## src/rtl/dram_cmd_sequencer_if.sv

```systemverilog
// Request/command bus between the request scheduler (master) and the DRAM
// command sequencer (slave), including completion pulses and statistics.
interface dram_cmd_sequencer_if #(
    parameter int CNT_W = 16
);
    logic             req_valid;
    logic             req_ready;
    logic [1:0]       req_type;
    logic [2:0]       req_bg;
    logic [1:0]       req_ba;
    logic [15:0]      req_row;
    logic [9:0]       req_col;
    logic             cmd_valid;
    logic [2:0]       cmd_code;
    logic [2:0]       cmd_bg;
    logic [1:0]       cmd_ba;
    logic [15:0]      cmd_row;
    logic [9:0]       cmd_col;
    logic             done;
    logic             err_type;
    logic [CNT_W-1:0] hit_cnt;
    logic [CNT_W-1:0] miss_cnt;
    logic [CNT_W-1:0] conf_cnt;

    modport master (
        output req_valid, req_type, req_bg, req_ba, req_row, req_col,
        input  req_ready, cmd_valid, cmd_code, cmd_bg, cmd_ba, cmd_row, cmd_col,
        input  done, err_type, hit_cnt, miss_cnt, conf_cnt
    );

    modport slave (
        input  req_valid, req_type, req_bg, req_ba, req_row, req_col,
        output req_ready, cmd_valid, cmd_code, cmd_bg, cmd_ba, cmd_row, cmd_col,
        output done, err_type, hit_cnt, miss_cnt, conf_cnt
    );
endinterface

```

## src/rtl/dram_cmd_sequencer.sv

```systemverilog
// Open-page DRAM command sequencer: classifies one request at a time against
// 32 tracked banks and issues PRE/ACT/RD/WR with fixed DIMM-clock spacing.
module dram_cmd_sequencer #(
    parameter int T_RP    = 39,
    parameter int T_RCD   = 39,
    parameter int T_CL    = 40,
    parameter int T_CWL   = 38,
    parameter int T_BURST = 8,
    parameter int CNT_W   = 16
) (
    input  logic                  dimm_clock,
    input  logic                  rst_n,
    dram_cmd_sequencer_if.slave   bus
);
    localparam int MAX_T = (T_CL > T_CWL ? T_CL : T_CWL) + T_BURST;
    localparam int CW    = ($clog2(MAX_T + 1) > 8) ? $clog2(MAX_T + 1) : 8;

    if (T_RP < 2 || T_RCD < 2 || T_CL < 2 || T_CWL < 2 || T_BURST < 2) begin : g_param_check
        $error("dram_cmd_sequencer: timing parameters must be >= 2");
    end

    localparam logic [CW-1:0] LD_RP  = CW'(T_RP - 1);
    localparam logic [CW-1:0] LD_RCD = CW'(T_RCD - 1);
    localparam logic [CW-1:0] LD_RD  = CW'(T_CL + T_BURST - 1);
    localparam logic [CW-1:0] LD_WR  = CW'(T_CWL + T_BURST - 1);

    typedef enum logic [2:0] {
        S_IDLE, S_PRE, S_WAIT_RP, S_ACT, S_WAIT_RCD, S_CAS, S_WAIT_DATA
    } state_t;

    state_t           state_q, state_d;
    logic [CW-1:0]    cnt_q, cnt_d;
    logic [1:0]       type_q, type_d;
    logic [4:0]       bank_q, bank_d;
    logic [15:0]      row_q, row_d;
    logic [9:0]       col_q, col_d;
    logic [31:0]      open_q, open_d;
    logic [15:0]      open_row_q [32];
    logic [15:0]      open_row_d [32];
    logic             err_q, err_d;
    logic [CNT_W-1:0] hit_q, hit_d, miss_q, miss_d, conf_q, conf_d;

    logic        cmd_valid_c, done_c;
    logic [2:0]  cmd_code_c;
    logic [15:0] cmd_row_c;
    logic [9:0]  cmd_col_c;
    logic [4:0]  req_bank;

    function automatic logic [CNT_W-1:0] sat_inc(input logic [CNT_W-1:0] v);
        return (&v) ? v : v + 1'b1;
    endfunction

    assign req_bank = {bus.req_bg, bus.req_ba};

    always_comb begin
        state_d    = state_q;
        cnt_d      = cnt_q;
        type_d     = type_q;
        bank_d     = bank_q;
        row_d      = row_q;
        col_d      = col_q;
        open_d     = open_q;
        open_row_d = open_row_q;
        err_d      = 1'b0;
        hit_d      = hit_q;
        miss_d     = miss_q;
        conf_d     = conf_q;
        cmd_valid_c = 1'b0;
        cmd_code_c  = 3'd0;
        cmd_row_c   = 16'd0;
        cmd_col_c   = 10'd0;
        done_c      = 1'b0;

        case (state_q)
            S_IDLE: begin
                if (bus.req_valid) begin
                    type_d = bus.req_type;
                    bank_d = req_bank;
                    row_d  = bus.req_row;
                    col_d  = bus.req_col;
                    if (bus.req_type == 2'd3) begin
                        err_d = 1'b1;
                    end else if (open_q[req_bank] && open_row_q[req_bank] == bus.req_row) begin
                        hit_d   = sat_inc(hit_q);
                        state_d = S_CAS;
                    end else if (open_q[req_bank]) begin
                        conf_d  = sat_inc(conf_q);
                        state_d = S_PRE;
                    end else begin
                        miss_d  = sat_inc(miss_q);
                        state_d = S_ACT;
                    end
                end
            end
            S_PRE: begin
                cmd_valid_c    = 1'b1;
                cmd_code_c     = 3'd4;
                open_d[bank_q] = 1'b0;
                cnt_d          = LD_RP;
                state_d        = S_WAIT_RP;
            end
            // cnt_q holds the number of cycles left until the next command
            S_WAIT_RP: begin
                cnt_d = cnt_q - 1'b1;
                if (cnt_q == CW'(1)) state_d = S_ACT;
            end
            S_ACT: begin
                cmd_valid_c        = 1'b1;
                cmd_code_c         = 3'd1;
                cmd_row_c          = row_q;
                open_d[bank_q]     = 1'b1;
                open_row_d[bank_q] = row_q;
                cnt_d              = LD_RCD;
                state_d            = S_WAIT_RCD;
            end
            S_WAIT_RCD: begin
                cnt_d = cnt_q - 1'b1;
                if (cnt_q == CW'(1)) state_d = S_CAS;
            end
            S_CAS: begin
                cmd_valid_c = 1'b1;
                cmd_code_c  = (type_q == 2'd1) ? 3'd3 : 3'd2;
                cmd_col_c   = col_q;
                cnt_d       = (type_q == 2'd1) ? LD_WR : LD_RD;
                state_d     = S_WAIT_DATA;
            end
            S_WAIT_DATA: begin
                if (cnt_q == '0) begin
                    done_c  = 1'b1;
                    state_d = S_IDLE;
                end else begin
                    cnt_d = cnt_q - 1'b1;
                end
            end
            default: state_d = S_IDLE;
        endcase
    end

    always_ff @(posedge dimm_clock or negedge rst_n) begin
        if (!rst_n) begin
            state_q <= S_IDLE;
            cnt_q   <= '0;
            type_q  <= '0;
            bank_q  <= '0;
            row_q   <= '0;
            col_q   <= '0;
            open_q  <= '0;
            for (int i = 0; i < 32; i++) open_row_q[i] <= '0;
            err_q   <= 1'b0;
            hit_q   <= '0;
            miss_q  <= '0;
            conf_q  <= '0;
        end else begin
            state_q    <= state_d;
            cnt_q      <= cnt_d;
            type_q     <= type_d;
            bank_q     <= bank_d;
            row_q      <= row_d;
            col_q      <= col_d;
            open_q     <= open_d;
            open_row_q <= open_row_d;
            err_q      <= err_d;
            hit_q      <= hit_d;
            miss_q     <= miss_d;
            conf_q     <= conf_d;
        end
    end

    assign bus.req_ready = (state_q == S_IDLE);
    assign bus.cmd_valid = cmd_valid_c;
    assign bus.cmd_code  = cmd_code_c;
    assign bus.cmd_bg    = cmd_valid_c ? bank_q[4:2] : 3'd0;
    assign bus.cmd_ba    = cmd_valid_c ? bank_q[1:0] : 2'd0;
    assign bus.cmd_row   = cmd_row_c;
    assign bus.cmd_col   = cmd_col_c;
    assign bus.done      = done_c;
    assign bus.err_type  = err_q;
    assign bus.hit_cnt   = hit_q;
    assign bus.miss_cnt  = miss_q;
    assign bus.conf_cnt  = conf_q;
endmodule

```

## src/flat_wrapper.sv

```systemverilog
// flat-port wrapper written by rule: the top's interface ports become plain ports
module dram_cmd_sequencer_flat 
#(
    parameter int T_RP    = 39,
    parameter int T_RCD   = 39,
    parameter int T_CL    = 40,
    parameter int T_CWL   = 38,
    parameter int T_BURST = 8,
    parameter int CNT_W   = 16
)
  (dimm_clock, rst_n, bus_req_valid, bus_req_type, bus_req_bg, bus_req_ba, bus_req_row, bus_req_col, bus_req_ready, bus_cmd_valid, bus_cmd_code, bus_cmd_bg, bus_cmd_ba, bus_cmd_row, bus_cmd_col, bus_done, bus_err_type, bus_hit_cnt, bus_miss_cnt, bus_conf_cnt);
  dram_cmd_sequencer_if #(.CNT_W(CNT_W)) bus_i ();
  input  logic dimm_clock;
  input  logic rst_n;
  input wire logic [$bits(bus_i.req_valid)-1:0] bus_req_valid;
  input wire logic [$bits(bus_i.req_type)-1:0] bus_req_type;
  input wire logic [$bits(bus_i.req_bg)-1:0] bus_req_bg;
  input wire logic [$bits(bus_i.req_ba)-1:0] bus_req_ba;
  input wire logic [$bits(bus_i.req_row)-1:0] bus_req_row;
  input wire logic [$bits(bus_i.req_col)-1:0] bus_req_col;
  output wire logic [$bits(bus_i.req_ready)-1:0] bus_req_ready;
  output wire logic [$bits(bus_i.cmd_valid)-1:0] bus_cmd_valid;
  output wire logic [$bits(bus_i.cmd_code)-1:0] bus_cmd_code;
  output wire logic [$bits(bus_i.cmd_bg)-1:0] bus_cmd_bg;
  output wire logic [$bits(bus_i.cmd_ba)-1:0] bus_cmd_ba;
  output wire logic [$bits(bus_i.cmd_row)-1:0] bus_cmd_row;
  output wire logic [$bits(bus_i.cmd_col)-1:0] bus_cmd_col;
  output wire logic [$bits(bus_i.done)-1:0] bus_done;
  output wire logic [$bits(bus_i.err_type)-1:0] bus_err_type;
  output wire logic [$bits(bus_i.hit_cnt)-1:0] bus_hit_cnt;
  output wire logic [$bits(bus_i.miss_cnt)-1:0] bus_miss_cnt;
  output wire logic [$bits(bus_i.conf_cnt)-1:0] bus_conf_cnt;
  assign bus_i.req_valid = bus_req_valid;
  assign bus_i.req_type = bus_req_type;
  assign bus_i.req_bg = bus_req_bg;
  assign bus_i.req_ba = bus_req_ba;
  assign bus_i.req_row = bus_req_row;
  assign bus_i.req_col = bus_req_col;
  assign bus_req_ready = bus_i.req_ready;
  assign bus_cmd_valid = bus_i.cmd_valid;
  assign bus_cmd_code = bus_i.cmd_code;
  assign bus_cmd_bg = bus_i.cmd_bg;
  assign bus_cmd_ba = bus_i.cmd_ba;
  assign bus_cmd_row = bus_i.cmd_row;
  assign bus_cmd_col = bus_i.cmd_col;
  assign bus_done = bus_i.done;
  assign bus_err_type = bus_i.err_type;
  assign bus_hit_cnt = bus_i.hit_cnt;
  assign bus_miss_cnt = bus_i.miss_cnt;
  assign bus_conf_cnt = bus_i.conf_cnt;
  dram_cmd_sequencer #(.T_RP(T_RP), .T_RCD(T_RCD), .T_CL(T_CL), .T_CWL(T_CWL), .T_BURST(T_BURST), .CNT_W(CNT_W)) u_core (.dimm_clock(dimm_clock), .rst_n(rst_n), .bus(bus_i));
endmodule
```

## config.mk

```make
export PLATFORM = sky130hd
export DESIGN_NAME = dram_cmd_sequencer_flat
export DESIGN_NICKNAME = d
export VERILOG_FILES = /design/src/rtl/dram_cmd_sequencer_if.sv /design/src/rtl/dram_cmd_sequencer.sv /design/src/flat_wrapper.sv
export SDC_FILE = /design/constraint.sdc
export NUM_CORES = 1
export LEC_CHECK = 0
export CAP_MARGIN = 20
export CORE_ASPECT_RATIO = 1.4
export CORE_UTILIZATION = 50
export DETAILED_ROUTE_END_ITERATION = 10
export PLACE_DENSITY_LB_ADDON = 0.1
export SLEW_MARGIN = 40
export SYNTH_ARGS = -nofsm -noshare
export SYNTH_HDL_FRONTEND = slang
export SYNTH_SLANG_ARGS = --single-unit
```

## constraint.sdc

```tcl
create_clock -name dimm_clock -period 8 [get_ports dimm_clock]
set_input_delay 1.6 -clock dimm_clock [delete_from_list [all_inputs] [get_ports dimm_clock]]
set_output_delay 1.6 -clock dimm_clock [all_outputs]
set_load 0.02 [all_outputs]
```

==> impl_metrics.toml <==
[synthesis]
synthFlopType = "dfrtp_1"
synth_nets = 2188
synth.avg_cell_area_um2 = 13.71
synth-edff-count = 0
synthArstFlopShare_pct = 100.0
yosys_warnings = 0
synthCells = 2147
ys_types = 53
synth_area_um2 = 29440
seq_area_frac_synth_pct = 54.15
synth-seq-cells = 637

[cts]
cts-root-buf = "clkbuf_16"
cts-resized-gates = 0
htree_levels = 3
clockBufferDepth = 3
post_cts_buffers = 0
clock_latency_ns = 0.60
cts_sinks = 637
clk_pin_slew_ns = 0.06
ctsHoldBuffers = 0
cts_tree = "done"
cts_made_buffers = 66

[timing]
fin_skew_ns = 0.01659
max_slew_margin_pct = 44.16
fmax_mhz = 181.9
tightest_slew_ns = 0.8346
finalHoldViolCount = 0
rsz0062_at_grt = "no"
fin_ws_ns = 2.502
post-route-min-period_ns = 5.498
slew_violations = 0
setup_viol = 0
setup-tns-final_ns = 0
timing.final.crit_share_pct = 68.72

[setup_path]
r2r-start = "u_core.open_row_q[9]"
crit_path_max_incr_delay_ns = 0.57
r2r_end = "u_core.bus.hit_cnt[13]"
cp-endpoint = "u_core.bus.hit_cnt[13]"
crit_cells = 13
path_buf_inv = 3
cp.required_ns = 8.51
worstSetupPathType = "input pin to flop"
crit_slowest_cell = "or4_4"
endpoint_kind = "flop"
crit_start = "bus_req_ba[1]"
crit_family = "simple AND/OR/NAND/NOR gates"
crit_top_cell = "xor2_1"
path_cells = "buf_8, buf_16, buf_12, mux2i_1, a22oi_1, a21oi_1, nor4_1, xor2_1, or4_4, nor4_4, nand3_4, nor3_1, xor2_1"
cp_max_fo = 64
cp.arrival_ns = 6.01
r2r_cells = 10
r2r_setup_slack_ns = 4.13
start_kind = "input pin"

[placement]
post-dp-hpwl_um = 48760
place_inst = 2908
dp_slack_ns = 1.895
gp_congestion = 0.8302
port_buffers = 121

[grt]
grt_usage_pct = 27.37
antenna_found_initial = 1
grt_pass1_wl_um = 121600
grt_pass1_vias = 18900
grt_max_degree = 146
overflow = 0

[floorplanning]
die_w_um = 207.1
dieArea_um2 = 59870
coreArea_um2 = 57780
rows = 104
initial_core_util_pct = 50.96
die_y_um = 289.1
boundaryPins = 122

[drt]
drtIter0Drc = 1087
vias = 18300
drc = 10
dr.pass1.iters = 10
ant_nets = 0
post_drt_wl_per_cell_um = 26.61
drt-total-wl_um = 80500
viasPerCell = 6.050

[power]
p_seq_share_pct = 50.1
switching_share_pct = 22.69
peakVddDrop_mv = 0.1617
p_clk_share_pct = 45.6
power.internal_mw = 4.970
p_per_area_nw_per_um2 = 191.6
power_leakage_nw = 16.50
switchingPower_mw = 1.458
power_frac_comb_pct = 4.3

[min_path]
hold_class = "flop to flop"

[cells_and_area]
register_area_um2 = 15960
fin_cells = 3025
final.fill_count = 4766
finalNetCount = 2278
areaGrowthSynthToFinish_pct = 14.00
utilization_pct = 58.09
multiInputGateArea_um2 = 12820
drive_above_1_share_pct = 36.72

[outcome]
failed_checks = "design-rule violations"
status = "finished with violations"

[flow_run]
drv_cap = 0
==> registers in the layout (all words and copies together), names as in the netlist, named ones only <==
register	cells
u_core.open_row_q	512
u_core.bus.conf_cnt	16
u_core.bus.hit_cnt	16
u_core.bus.miss_cnt	16
u_core.row_q	16
u_core.col_q	10
u_core.cnt_q	8
u_core.bank_q	5
u_core.state_q	3
u_core.type_q	2
u_core.bus.err_type	1
==> final cells by class <==
type | instances | share of cell area [%]
multi-input cells | 1340 | 38.19
repair buffers | 181 | 5.413
clock inverters | 15 | 0.3728
well taps | 742 | 2.766
clock buffers | 98 | 5.581
flip-flops and latches | 637 | 47.55
diodes | 1 | 0.007456
inverters | 11 | 0.1230
==> layout by cell type (no fill, tap or decap), drive strengths merged, types with 45 or more instances in the layout <==
cell	instances
a22oi	48
buf	66
clkbuf	98
clkdlybuf4s50	115
dfrtp	637
mux2	554
mux2i	128
mux4	88
nand2	170
nor2	45
==> routing by layer <==
| metal | global-route usage (%) | part of all wire [%] | vias to the layer above |
|---|---|---|---|
| met2 | 47.97 | 51 | 446 |
| met4 | 9.049 | 2.8 | 0 |
| met5 | 0 | 0 | - |
| li1 | - | - | 7946 |
| met1 | 35.34 | 42 | 9786 |
| met3 | 3.545 | 4.0 | 122 |
==> worst reg2reg max path: stages, from the launching register on <==
cell and delay, ns:
dfrtp_1 0.37, mux4_2 0.55, and3_1 0.21, a31oi_1 0.42
nand3_1 0.19, a21oi_1 0.33, xnor2_1 0.24, nor4_2 0.65
nand3_4 0.36, nor3_1 0.30, xor2_1 0.17
==> worst min path at each step <==
stage	from	to	cells past startpoint
6_report	flop	flop	2
3_3_place_gp	flop	flop	2
3_5_place_dp	flop	flop	2
4_1_cts	flop	flop	2
2_1_floorplan	flop	flop	2
5_1_grt	flop	flop	2
==> per-stage QoR <==
step	hold slack, ns	area [um^2]	power [mW]
finish	0.4776	33560	6.429
detailed placement	0.4635	31450	3.557
global placement	0.4529	31360	3.551
CTS	0.4804	33450	6.491
floorplan	0.4403	29440	3.413
global route	0.4987	33560	6.642
==> kinds of logic (layout without fill, tap and decap cells) <==
group                    Yosys count  after routing  synth area share, %
AND/OR/NAND/NOR                  374            374                6.158
flip-flops                       637            637                54.15
XOR/XNOR                          66             66                1.964
buffers and inverters            170            305                2.469
multiplexers                     770            770                32.28
other                              0              1                    0
AO/OA/AOI/OAI                    125            125                2.775
adder cells (fa/ha/maj)            5              5               0.2125
==> power by group through the flow <==
stage	logic, mW	clock network, mW	registers (mW)
5_1_grt	0.301	3.12	3.22
3_5_place_dp	0.275	0	3.28
2_1_floorplan	0.130	0	3.28
3_3_place_gp	0.269	0	3.28
6_report	0.277	2.93	3.22
4_1_cts	0.276	2.99	3.22
==> synth_stat cells (all sizes together), types with 14 or more instances <==
| cell | count | area (um^2) |
|---|---|---|
| nand4 | 14 | 87.58 |
| mux2i | 128 | 1281 |
| o21ai | 17 | 85.08 |
| a22oi | 48 | 360.4 |
| xnor2 | 34 | 297.8 |
| a21oi | 34 | 173.9 |
| and3 | 39 | 244.0 |
| nor2 | 45 | 191.4 |
| mux2 | 554 | 6238 |
| mux4 | 88 | 1982 |
| xor2 | 32 | 280.3 |
| dfrtp | 637 | 15940 |
| clkbuf | 119 | 446.7 |
| and2 | 18 | 112.6 |
| nand3 | 41 | 217.7 |
| nand2 | 170 | 638.1 |
| buf | 40 | 239.0 |
(Power assumes the default switching activity.)
